<file path="src/rtl/smpl_gen_pkg.sv">
// rtl/smpl_gen_pkg.sv - shared rasterizer types: sample FSM states and sub-sample decode.
package smpl_gen_pkg;

    typedef enum logic {
        WAIT = 1'b0,
        TEST = 1'b1
    } smpl_state_t;

    // One-hot rate to log2 of samples per pixel edge; 1x1 is also the fallback.
    function automatic logic [1:0] ss_w_lg2_decode(input logic [3:0] sub_sample);
        if (sub_sample[0]) begin
            return 2'd3;
        end else if (sub_sample[1]) begin
            return 2'd2;
        end else if (sub_sample[2]) begin
            return 2'd1;
        end else begin
            return 2'd0;
        end
    endfunction

endpackage

</file>
<file path="src/rtl/smpl_gen.sv">
// rtl/smpl_gen.sv - walks a bounding box on the sub-sample grid, one sample per cycle.
module smpl_gen
    import smpl_gen_pkg::*;
#(
    parameter int SIGFIG = 24,
    parameter int RADIX  = 10,
    parameter int VERTS  = 3,
    parameter int AXIS   = 3,
    parameter int COLORS = 3
) (
    input  logic                     clk,
    input  logic                     rst,
    input  logic signed [SIGFIG-1:0] tri_R13S [VERTS][AXIS],
    input  logic        [SIGFIG-1:0] color_R13U [COLORS],
    input  logic signed [SIGFIG-1:0] box_R13S [2][2],
    input  logic                     validTri_R13H,
    input  logic        [3:0]        subSample_RnnnnU,
    output logic                     halt_RnnnnL,
    output logic signed [SIGFIG-1:0] tri_R14S [VERTS][AXIS],
    output logic        [SIGFIG-1:0] color_R14U [COLORS],
    output logic signed [SIGFIG-1:0] sample_R14S [2],
    output logic                     validSamp_R14H
);

    smpl_state_t state_q, state_d;

    logic signed [SIGFIG-1:0] ll_x_q, ll_y_q, ur_x_q, ur_y_q;
    logic signed [SIGFIG-1:0] samp_x_q, samp_y_q, samp_x_d, samp_y_d;
    logic        [1:0]        ss_w_lg2_q;
    logic                     accept;

    // One extra bit so a step near the signed max cannot wrap past ur.
    logic signed [SIGFIG:0] step, x_sum, y_sum, ur_x_ext, ur_y_ext;
    logic                   x_fits, y_fits, inverted;

    always_comb begin
        state_d  = state_q;
        samp_x_d = samp_x_q;
        samp_y_d = samp_y_q;
        accept   = 1'b0;

        step     = (SIGFIG+1)'(1) << (RADIX - int'(ss_w_lg2_q));
        x_sum    = {samp_x_q[SIGFIG-1], samp_x_q} + step;
        y_sum    = {samp_y_q[SIGFIG-1], samp_y_q} + step;
        ur_x_ext = {ur_x_q[SIGFIG-1], ur_x_q};
        ur_y_ext = {ur_y_q[SIGFIG-1], ur_y_q};
        x_fits   = (x_sum <= ur_x_ext);
        y_fits   = (y_sum <= ur_y_ext);
        inverted = (ll_x_q > ur_x_q) || (ll_y_q > ur_y_q);

        case (state_q)
            WAIT: begin
                if (validTri_R13H) begin
                    accept   = 1'b1;
                    state_d  = TEST;
                    samp_x_d = box_R13S[0][0];
                    samp_y_d = box_R13S[0][1];
                end
            end
            TEST: begin
                // An inverted box still yields its lower-left sample, then stops.
                if (inverted || (!x_fits && !y_fits)) begin
                    state_d = WAIT;
                end else if (x_fits) begin
                    samp_x_d = x_sum[SIGFIG-1:0];
                end else begin
                    samp_x_d = ll_x_q;
                    samp_y_d = y_sum[SIGFIG-1:0];
                end
            end
            default: state_d = WAIT;
        endcase
    end

    always_ff @(posedge clk or posedge rst) begin
        if (rst) begin
            state_q    <= WAIT;
            samp_x_q   <= '0;
            samp_y_q   <= '0;
            ll_x_q     <= '0;
            ll_y_q     <= '0;
            ur_x_q     <= '0;
            ur_y_q     <= '0;
            ss_w_lg2_q <= '0;
            for (int v = 0; v < VERTS; v++) begin
                for (int a = 0; a < AXIS; a++) begin
                    tri_R14S[v][a] <= '0;
                end
            end
            for (int c = 0; c < COLORS; c++) begin
                color_R14U[c] <= '0;
            end
        end else begin
            state_q  <= state_d;
            samp_x_q <= samp_x_d;
            samp_y_q <= samp_y_d;
            if (accept) begin
                ll_x_q     <= box_R13S[0][0];
                ll_y_q     <= box_R13S[0][1];
                ur_x_q     <= box_R13S[1][0];
                ur_y_q     <= box_R13S[1][1];
                ss_w_lg2_q <= ss_w_lg2_decode(subSample_RnnnnU);
                tri_R14S   <= tri_R13S;
                color_R14U <= color_R13U;
            end
        end
    end

    assign validSamp_R14H = (state_q == TEST);
    assign halt_RnnnnL    = (state_q == WAIT);
    assign sample_R14S[0] = samp_x_q;
    assign sample_R14S[1] = samp_y_q;

endmodule

</file>
<file path="config.mk">
export PLATFORM = sky130hd
export DESIGN_NAME = smpl_gen
export DESIGN_NICKNAME = d
export VERILOG_FILES = /design/src/rtl/smpl_gen_pkg.sv /design/src/rtl/smpl_gen.sv
export SDC_FILE = /design/constraint.sdc
export NUM_CORES = 1
export LEC_CHECK = 0
export CORE_AREA = 2 2 284 286
export CTS_BUF_LIST = sky130_fd_sc_hd__clkbuf_4
export DETAILED_ROUTE_END_ITERATION = 10
export DIE_AREA = 0 0 286 288
export PLACE_DENSITY = 0.59
export SYNTH_ARGS = -nofsm -noshare
export SYNTH_HDL_FRONTEND = slang
export SYNTH_SLANG_ARGS = --single-unit
</file>
<file path="constraint.sdc">
create_clock -name clk -period 24.3 [get_ports clk]
set_clock_uncertainty 0.15 [all_clocks]
set_input_delay 7.29 -clock clk [delete_from_list [all_inputs] [get_ports clk]]
set_output_delay 7.29 -clock clk [all_outputs]
set_load 0.05 [all_outputs]
</file>
Word-level counts from Yosys, hierarchy flattened
Index checks and enable logic that the tools add are counted.
{"block": "totals", "register_bits": 435, "inputBits": 391, "out_inout_bits": 338, "elab_cells": 54}
{"block": "op_classes", "n_addsub": 3, "magnitude_cmp": 4, "n_eq_ne": 3, "shifts": 1, "n_mux": 15, "n_bitwise": 1, "n_reduce_logical": 7}
{"operator": "24-bit two-way mux", "count": 6}
{"operator": "24-bit case mux with 2 select lines", "count": 2}
{"operator": "25-bit adder", "count": 2}
{"operator": "25-bit by 24-bit less-or-equal comparator with 1-bit output", "count": 2}
{"operator": "24-bit > comparator", "count": 2}
{"operator": "1-bit by 32-bit << shifter with 25-bit output, first input constant", "count": 1}
{"operator": "2-bit inequality test, second input constant", "count": 3}
{"operator": "4-bit by 2-bit subtractor with 5-bit output, first input constant", "count": 1}
{"operator": "1-bit two-way mux", "count": 4}
{"operator": "2-bit two-way mux", "count": 2}
{"operator": "3-bit AND reduction", "count": 1}
{"operator": "1-bit logical NOT", "count": 2}
{"operator": "1-bit logical OR", "count": 2}
{"operator": "1-bit case mux with 2 select lines", "count": 1}
{"operator": "2-bit AND reduction", "count": 1}
{"operator": "1-bit logical AND", "count": 1}
{"operator": "1-bit NOT", "count": 1}

Logic depth before layout (Yosys ltp)
{"block": "logic_depth", "depth_word": 9, "depth_mapped": 23}

Worst setup path before layout
No wires, ideal clock.
{"block": "synth_timing", "path_type": "register to output", "start": "reg state_q, in the netlist validSamp_R14H", "end": "out halt_RnnnnL", "t_arrival_ns": 1.476, "required_ns": 16.860, "path_slack_ns": 15.384, "path_stages_with_launch": 3, "path_buffers": 1, "cell_sequence": "dfrtp_1 inv_1 clkbuf_1"}
{"block": "synth_via", "elab_chain_len": 1}
{"item": "start, declared", "line": "smpl_gen.sv:25", "rtl": "smpl_state_t state_q, state_d;"}
{"item": "start signal, assigned", "line": "smpl_gen.sv:94", "rtl": "state_q <= state_d;"}
{"item": "1-bit NOT"}
{"item": "end, declared", "line": "smpl_gen.sv:18", "rtl": "output logic halt_RnnnnL,"}
Every way passes these cells.

Worst setup path in the final report
Same ends and word-level chain as after synthesis.

==> metrics.txt <==
Crit path arrival time=2.97 ns; Die H=288 microns; clock sink count=435; required time of the worst setup path=16.86 ns; worst min path class=flip-flop to flip-flop; setup bufs post-CTS=0; critical setup path kind=flip-flop to primary output; cell count after synthesis=2373; largest net degree at the start of global routing=128; Worst-Margin Slew=0.963 ns; Max Cap Viol=0; fin crit share=0.429; Final WS setup=13.89 ns; fraction of registers with async set/reset=1.00; die area=82400 sq um; synthesized area=20800 sq um; number of remaining DRC errors=0; post-synthesis sequential area ratio=0.524; starting DRC count in detailed routing=970; max_slew headroom=0.358; DR WL/cell=19.1 microns; Tot GR Track Use=0.196; core area=79600 sq um; # nets final=3686; clk root buf=clkbuf_4; clk slew on worst S/H paths=0.06 ns; CP Launch Type=flip-flop; Crit Path Max Fanout=14; post-place instance area=29200 sq um; Yosys top cell area share=0.524; synthesized flop and latch total=435; number of flops mapped to enable cells by yosys=0; maximum vdd drop=0.0000928 V; crit path cell chain=inv_1 -> clkdlybuf4s50_1; Row Count=104; first-pass GRT wire length=121 mm; final setup vio count=0; drt total wl=82.5 mm; vias in the first global route=19100; outcome=finished, final reports clean; Post-CTS Resized=0; Setup crit end kind=primary output; IO Port Bufs=727; share of layout cells above drive strength 1=0.0749; Final Hold Viols=0; fin crit period=10.41 ns; I/O pins=729; Power per Cell Area=169 nW/um^2; Synth Warn #=0; top post-synthesis cells by count=1119 x nand2_1, 435 x dfrtp_1, 127 x ha_1, 103 x a21oi_1, 97 x clkbuf_1; DP HPWL=62.1 mm; vias per std cell=4.43; total clock buffers created by CTS=130; Worst-Skew Late Latency=0.93 ns; RSZ-0062 raised after global routing=false; Synth Flop Type=dfrtp_1; Mean Syn Cell Area=8.76 sq um; Leakage=0.0148 uW; H-tree Lvls=4; grt total ovfl=0; Initial Util=0.261; max-slew violation count=0; cell taking the most area after synthesis=dfrtp_1; Max Clk Rate=0.0960 GHz; DP Worst Slack=13.77 ns; slowest CP cell=clkdlybuf4s50_1; Synth cell types=65; Antenna Nets Post-Route=0; Tot Pwr=5190 uW; DR vias=19100; CTS max path bufs=3; RD Place Congestion=0.855; Die Wd=286 microns; CTS Hold Bufs=0; Pre-Repair DR Iteration Count=5; final instance area=30800 sq um; Syn-to-layout area delta=48.2%; Worst path max stage delay=0.95 ns; count leader, synth=nand2_1; CTS tree=built; Setup TNS=0 ns; post-layout util=0.387; initial antenna violation count=24; Synth area leaders=dfrtp_1 52%, nand2_1 20%, ha_1 7.6%, a21oi_1 2.5%, o21ai_0 1.8%
registers in the layout, indices dropped and copies added (netlist names), named ones only:
register	cells
color_R14U	72
ll_x_q	24
ll_y_q	24
samp_x_q	24
samp_y_q	23
ss_w_lg2_q	2
tri_R14S	216
ur_x_q	24
ur_y_q	24
validSamp_R14H	1
kinds of logic (layout without fill, tap and decap cells):
family / Yosys count / in the layout / share of synthesized area
compound gates: 273 / 273 / 0.0810
simple gates: 1277 / 1277 / 0.243
mux: 45 / 45 / 0.0231
xor+xnor: 43 / 43 / 0.0181
other cells: 2 / 31 / 0.000361
buf+inv: 169 / 1019 / 0.0326
flops: 435 / 435 / 0.524
fa+ha+maj: 129 / 129 / 0.0783
worst max-delay path: cells and delay by family, from the launching register on:
family	cells	cell delay [ns]
buffers and inverters	2	1.62
DFF	1	0.44
stage by stage:
step,std cells,hold WS [ns]
after floorplan,2395,0.302
after global placement,4094,0.307
after detailed placement,4094,0.311
after CTS,4305,0.325
after global routing,4307,0.339
final,4312,0.319
layout by cell type, fill, tap and decap left out, types with 3 or more instances in the layout:
cell | netlist | final
nor3_1 | 11 | 11
xor2_1 | 17 | 17
clkinv_2 | 0 | 3
nor2b_1 | 10 | 9
xnor2_1 | 26 | 26
a211oi_1 | 4 | 4
a31oi_1 | 10 | 10
and3_1 | 10 | 10
diode_2 | 0 | 7
o211ai_1 | 9 | 9
nor4_1 | 6 | 6
inv_6 | 0 | 6
clkinv_1 | 0 | 12
nor2_1 | 57 | 57
clkdlybuf4s50_1 | 0 | 727
conb_1 | 2 | 24
a221o_1 | 8 | 8
or3_1 | 5 | 5
mux2_1 | 8 | 8
buf_4 | 2 | 18
o21a_1 | 4 | 4
clkinv_4 | 0 | 4
a21oi_1 | 103 | 103
dfrtp_1 | 435 | 434
clkbuf_4 | 0 | 181
mux2i_1 | 30 | 30
o21ai_0 | 75 | 75
a22o_1 | 7 | 7
inv_1 | 62 | 61
ha_1 | 127 | 127
nand4_1 | 19 | 19
nand3_1 | 18 | 18
mux2_2 | 6 | 6
nand2b_1 | 4 | 4
and4_1 | 6 | 6
nand2_1 | 1119 | 1118
o21ai_1 | 7 | 7
and2_1 | 6 | 6
a21o_1 | 14 | 14
routing by layer:
layer,vias to the layer above,GRT usage,wire length [microns]
met5,-,0,200
met4,32,0.111,4370
met3,201,0.0785,7280
met2,630,0.317,39000
met1,8879,0.221,31600
li1,9341,-,-
worst paths after layout:
kind / from / endpoint / slack [ns] / depth (start not counted)
min in group asynchronous: rst / tri_R14S[53] / 6.71 / 2
setup / recovery: validSamp_R14H / halt_RnnnnL / 13.89 / 2
max in group asynchronous: rst / samp_x_q[19] / 15.15 / 4
hold reg to reg: tri_R14S[213] / tri_R14S[213] / 0.32 / 2
setup reg to reg: ss_w_lg2_q[0] / samp_y_q[23] / 17.28 / 22
hold / removal: tri_R14S[213] / tri_R14S[213] / 0.32 / 2
power breakdown:
part           switching (uW)  internal [uW]  total [uW]
clock                     349            357         706
sequential                237           1070        1310
combinational            2110           1060        3180
total                    2700           2490        5190
layout make-up:
type | count | area (sq um)
tap | 1060 | 1330
antenna | 7 | 17.5
inverter | 62 | 240
clock buffer | 181 | 1360
clock inverter | 30 | 208
timing repair buffer | 746 | 7430
sequential | 435 | 10900
multi-input combinational | 1791 | 9340
fill | 8124 | 48800
Power figures use the tool's default switching activity.
==> RTL edit: new RTL, same flow settings <==
`COLORS`: 3 -> 2.
--- a/src/rtl/smpl_gen.sv
+++ b/src/rtl/smpl_gen.sv
@@ -6,7 +6,7 @@
     parameter int RADIX  = 10,
     parameter int VERTS  = 3,
     parameter int AXIS   = 3,
-    parameter int COLORS = 3
+    parameter int COLORS = 2
 ) (
     input  logic                     clk,
     input  logic                     rst,
Interface: changed (resized color_R13U and color_R14U); port bits go from 729 to 681. The function was not compared with the original's and may differ.
==> RTL edit against the original RTL <==
Worst setup slack lost 0.15 ns; wire length shrank 5.8%; power shrank 8.9%; area after synthesis down 4.7%; cell area down 4.7%; sequential cell count down 24; combinational power fell by 10%; critical path type unchanged; highest routed layer unchanged.
==> RTL edit: results (changes against the original RTL) <==
* Worst VDD drop at 0.0000905 V (was 0.0000928 V)
* Synthesized netlist cell count at 2254 (was 2373)
* Met3 Use GR at 5.76% (was 7.85%)
* R2R depth at 18 (was 22)
* Wire length on met3 at 5690 µm (was 7280 µm)
* Reg-to-reg slack, setup at 17.45 ns (was 17.28 ns)
* Routability Congestion at 0.878 (was 0.855)
* Clock buffer depth at 3 (unchanged)
* Htree depth at 3 (was 4)
* R2R Path End: samp_x_q[8]$_DFFE_PP0P_ (was samp_y_q[23]$_DFFE_PP0P_)
* Initial antenna violation count at 13 (was 24)
* Hold Fails Final Rpt at 0 (unchanged)
* Largest net degree at the start of global routing at 89 (was 128)
* Pre-CTS setup slack at 13.13 ns (was 13.77 ns)
* DR vias/cell at 4.37 (was 4.43)
* Clock latency on the worst-skew pair at 0.88 ns (was 0.93 ns)
* Initial drt markers at 884 (was 970)
* Area contributors post-synth: dfrtp_1 (52%), nand2_1 (20%), ha_1 (8.0%) (was dfrtp_1 (52%), nand2_1 (20%), ha_1 (7.6%))
* Data arrival, critical path at 3.13 ns (was 2.97 ns)
* Largest regs: tri_R14S (216), color_R14U (48) (was tri_R14S (216), color_R14U (72))
* DR vias at 18200 (was 19100)
* GR Util All Layers at 18.4% (was 19.6%)
* Worst Hold Path EP: tri_R14S[192]$_DFFE_PP0P_ (was tri_R14S[213]$_DFFE_PP0P_)
* Start point of the worst hold path: tri_R14S[192]$_DFFE_PP0P_ (was tri_R14S[213]$_DFFE_PP0P_)
* Fin worst setup slack at 13.73 ns (was 13.89 ns)
* WL/cell at 18.7 µm (was 19.1 µm)
* Crit path to: validSamp_R14H (was halt_RnnnnL)
* CP Max Fanout at 38 (was 14)
* TritonCTS Buffers at 116 (was 130)
* Outcome: complete, no violations (unchanged)
* Routed length on met1 at 29400 µm (was 31600 µm)
* First-pass GRT wire length at 114000 µm (was 121000 µm)
* Met1 usage at 20.2% (was 22.1%)
* Slew headroom at 33.2% (was 35.8%)
* I/O Buffers at 679 (was 727)
* Cell variety after synth at 62 (was 65)
* Internal power at 2.30 mW (was 2.49 mW)
* # Post-CTS Setup Buffers at 0 (unchanged)
* DP Cell Count at 3935 (was 4094)
* Routing usage on met2 at 31.9% (was 31.7%)
* Met2 Routed Length at 38900 µm (was 39000 µm)
* Fraction of layout cells with a size suffix above 1 at 8.13% (was 7.49%)
* Register area share after synthesis at 51.9% (was 52.4%)
* Ys async rst share at 100% (unchanged)
* HP Class: flop to flop (unchanged)
* # nets final at 3489 (was 3686)
* Leakage at 14.1 nW (was 14.8 nW)
* HPWL Detailed at 58400 µm (was 62100 µm)
* Commonest cells post-synth: nand2_1 (1047), dfrtp_1 (411), ha_1 (127) (was nand2_1 (1119), dfrtp_1 (435), ha_1 (127))
==> RTL edit: changes by cell type after synthesis, moves of 6 or more <==
cell,change
a211oi_1,+6
a21oi_1,-15
a22o_1,-7
a31oi_1,-8
clkbuf_1,-9
dfrtp_1,-24
mux2_1,-8
mux2_2,+19
nand2_1,-72
nand4_1,+6
==> RTL edit: cell type report <==
class                      count  area [µm²]
clock inverter                35         180
inverter                      62         240
multi-input combinational   1704        9030
antenna                        8        20.0
tap                         1060        1330
clock buffer                 179        1340
sequential                   411       10300
fill                        8298       50300
timing repair buffer         698        6940
==> RTL edit: cell families after synthesis <==
family                   share of synthesized area, %
AND/OR/NAND/NOR                                  23.8
flip-flops                                       51.9
AO/OA/AOI/OAI                                    7.82
buffers and inverters                            3.09
adder cells (fa/ha/maj)                          8.22
multiplexers                                     3.21
XOR/XNOR                                         1.94
other                                          0.0379
==> RTL edit: power groups by stage <==
stage                     clock (mW)  combinational, mW  sequential (mW)
after floorplan                    0               1.06             2.01
after global placement             0               2.85             1.21
after detailed placement           0               2.87             1.22
after CTS                      0.694               2.88             1.21
after global routing           0.729               3.08             1.26
final                          0.663               2.85             1.21
==> RTL edit: critical path, cell delays in order, from the launching register on <==
cell             delay (ns)
dfrtp_2                0.79
buf_4                  0.53
clkdlybuf4s50_1        0.89
==> RTL edit: metrics by stage <==
step / area [µm²] / hold WS [ns]
finish: 29400 / 0.322
global route: 29400 / 0.341
CTS: 29300 / 0.327
detailed placement: 27800 / 0.311
global placement: 27800 / 0.308
floorplan: 19900 / 0.302
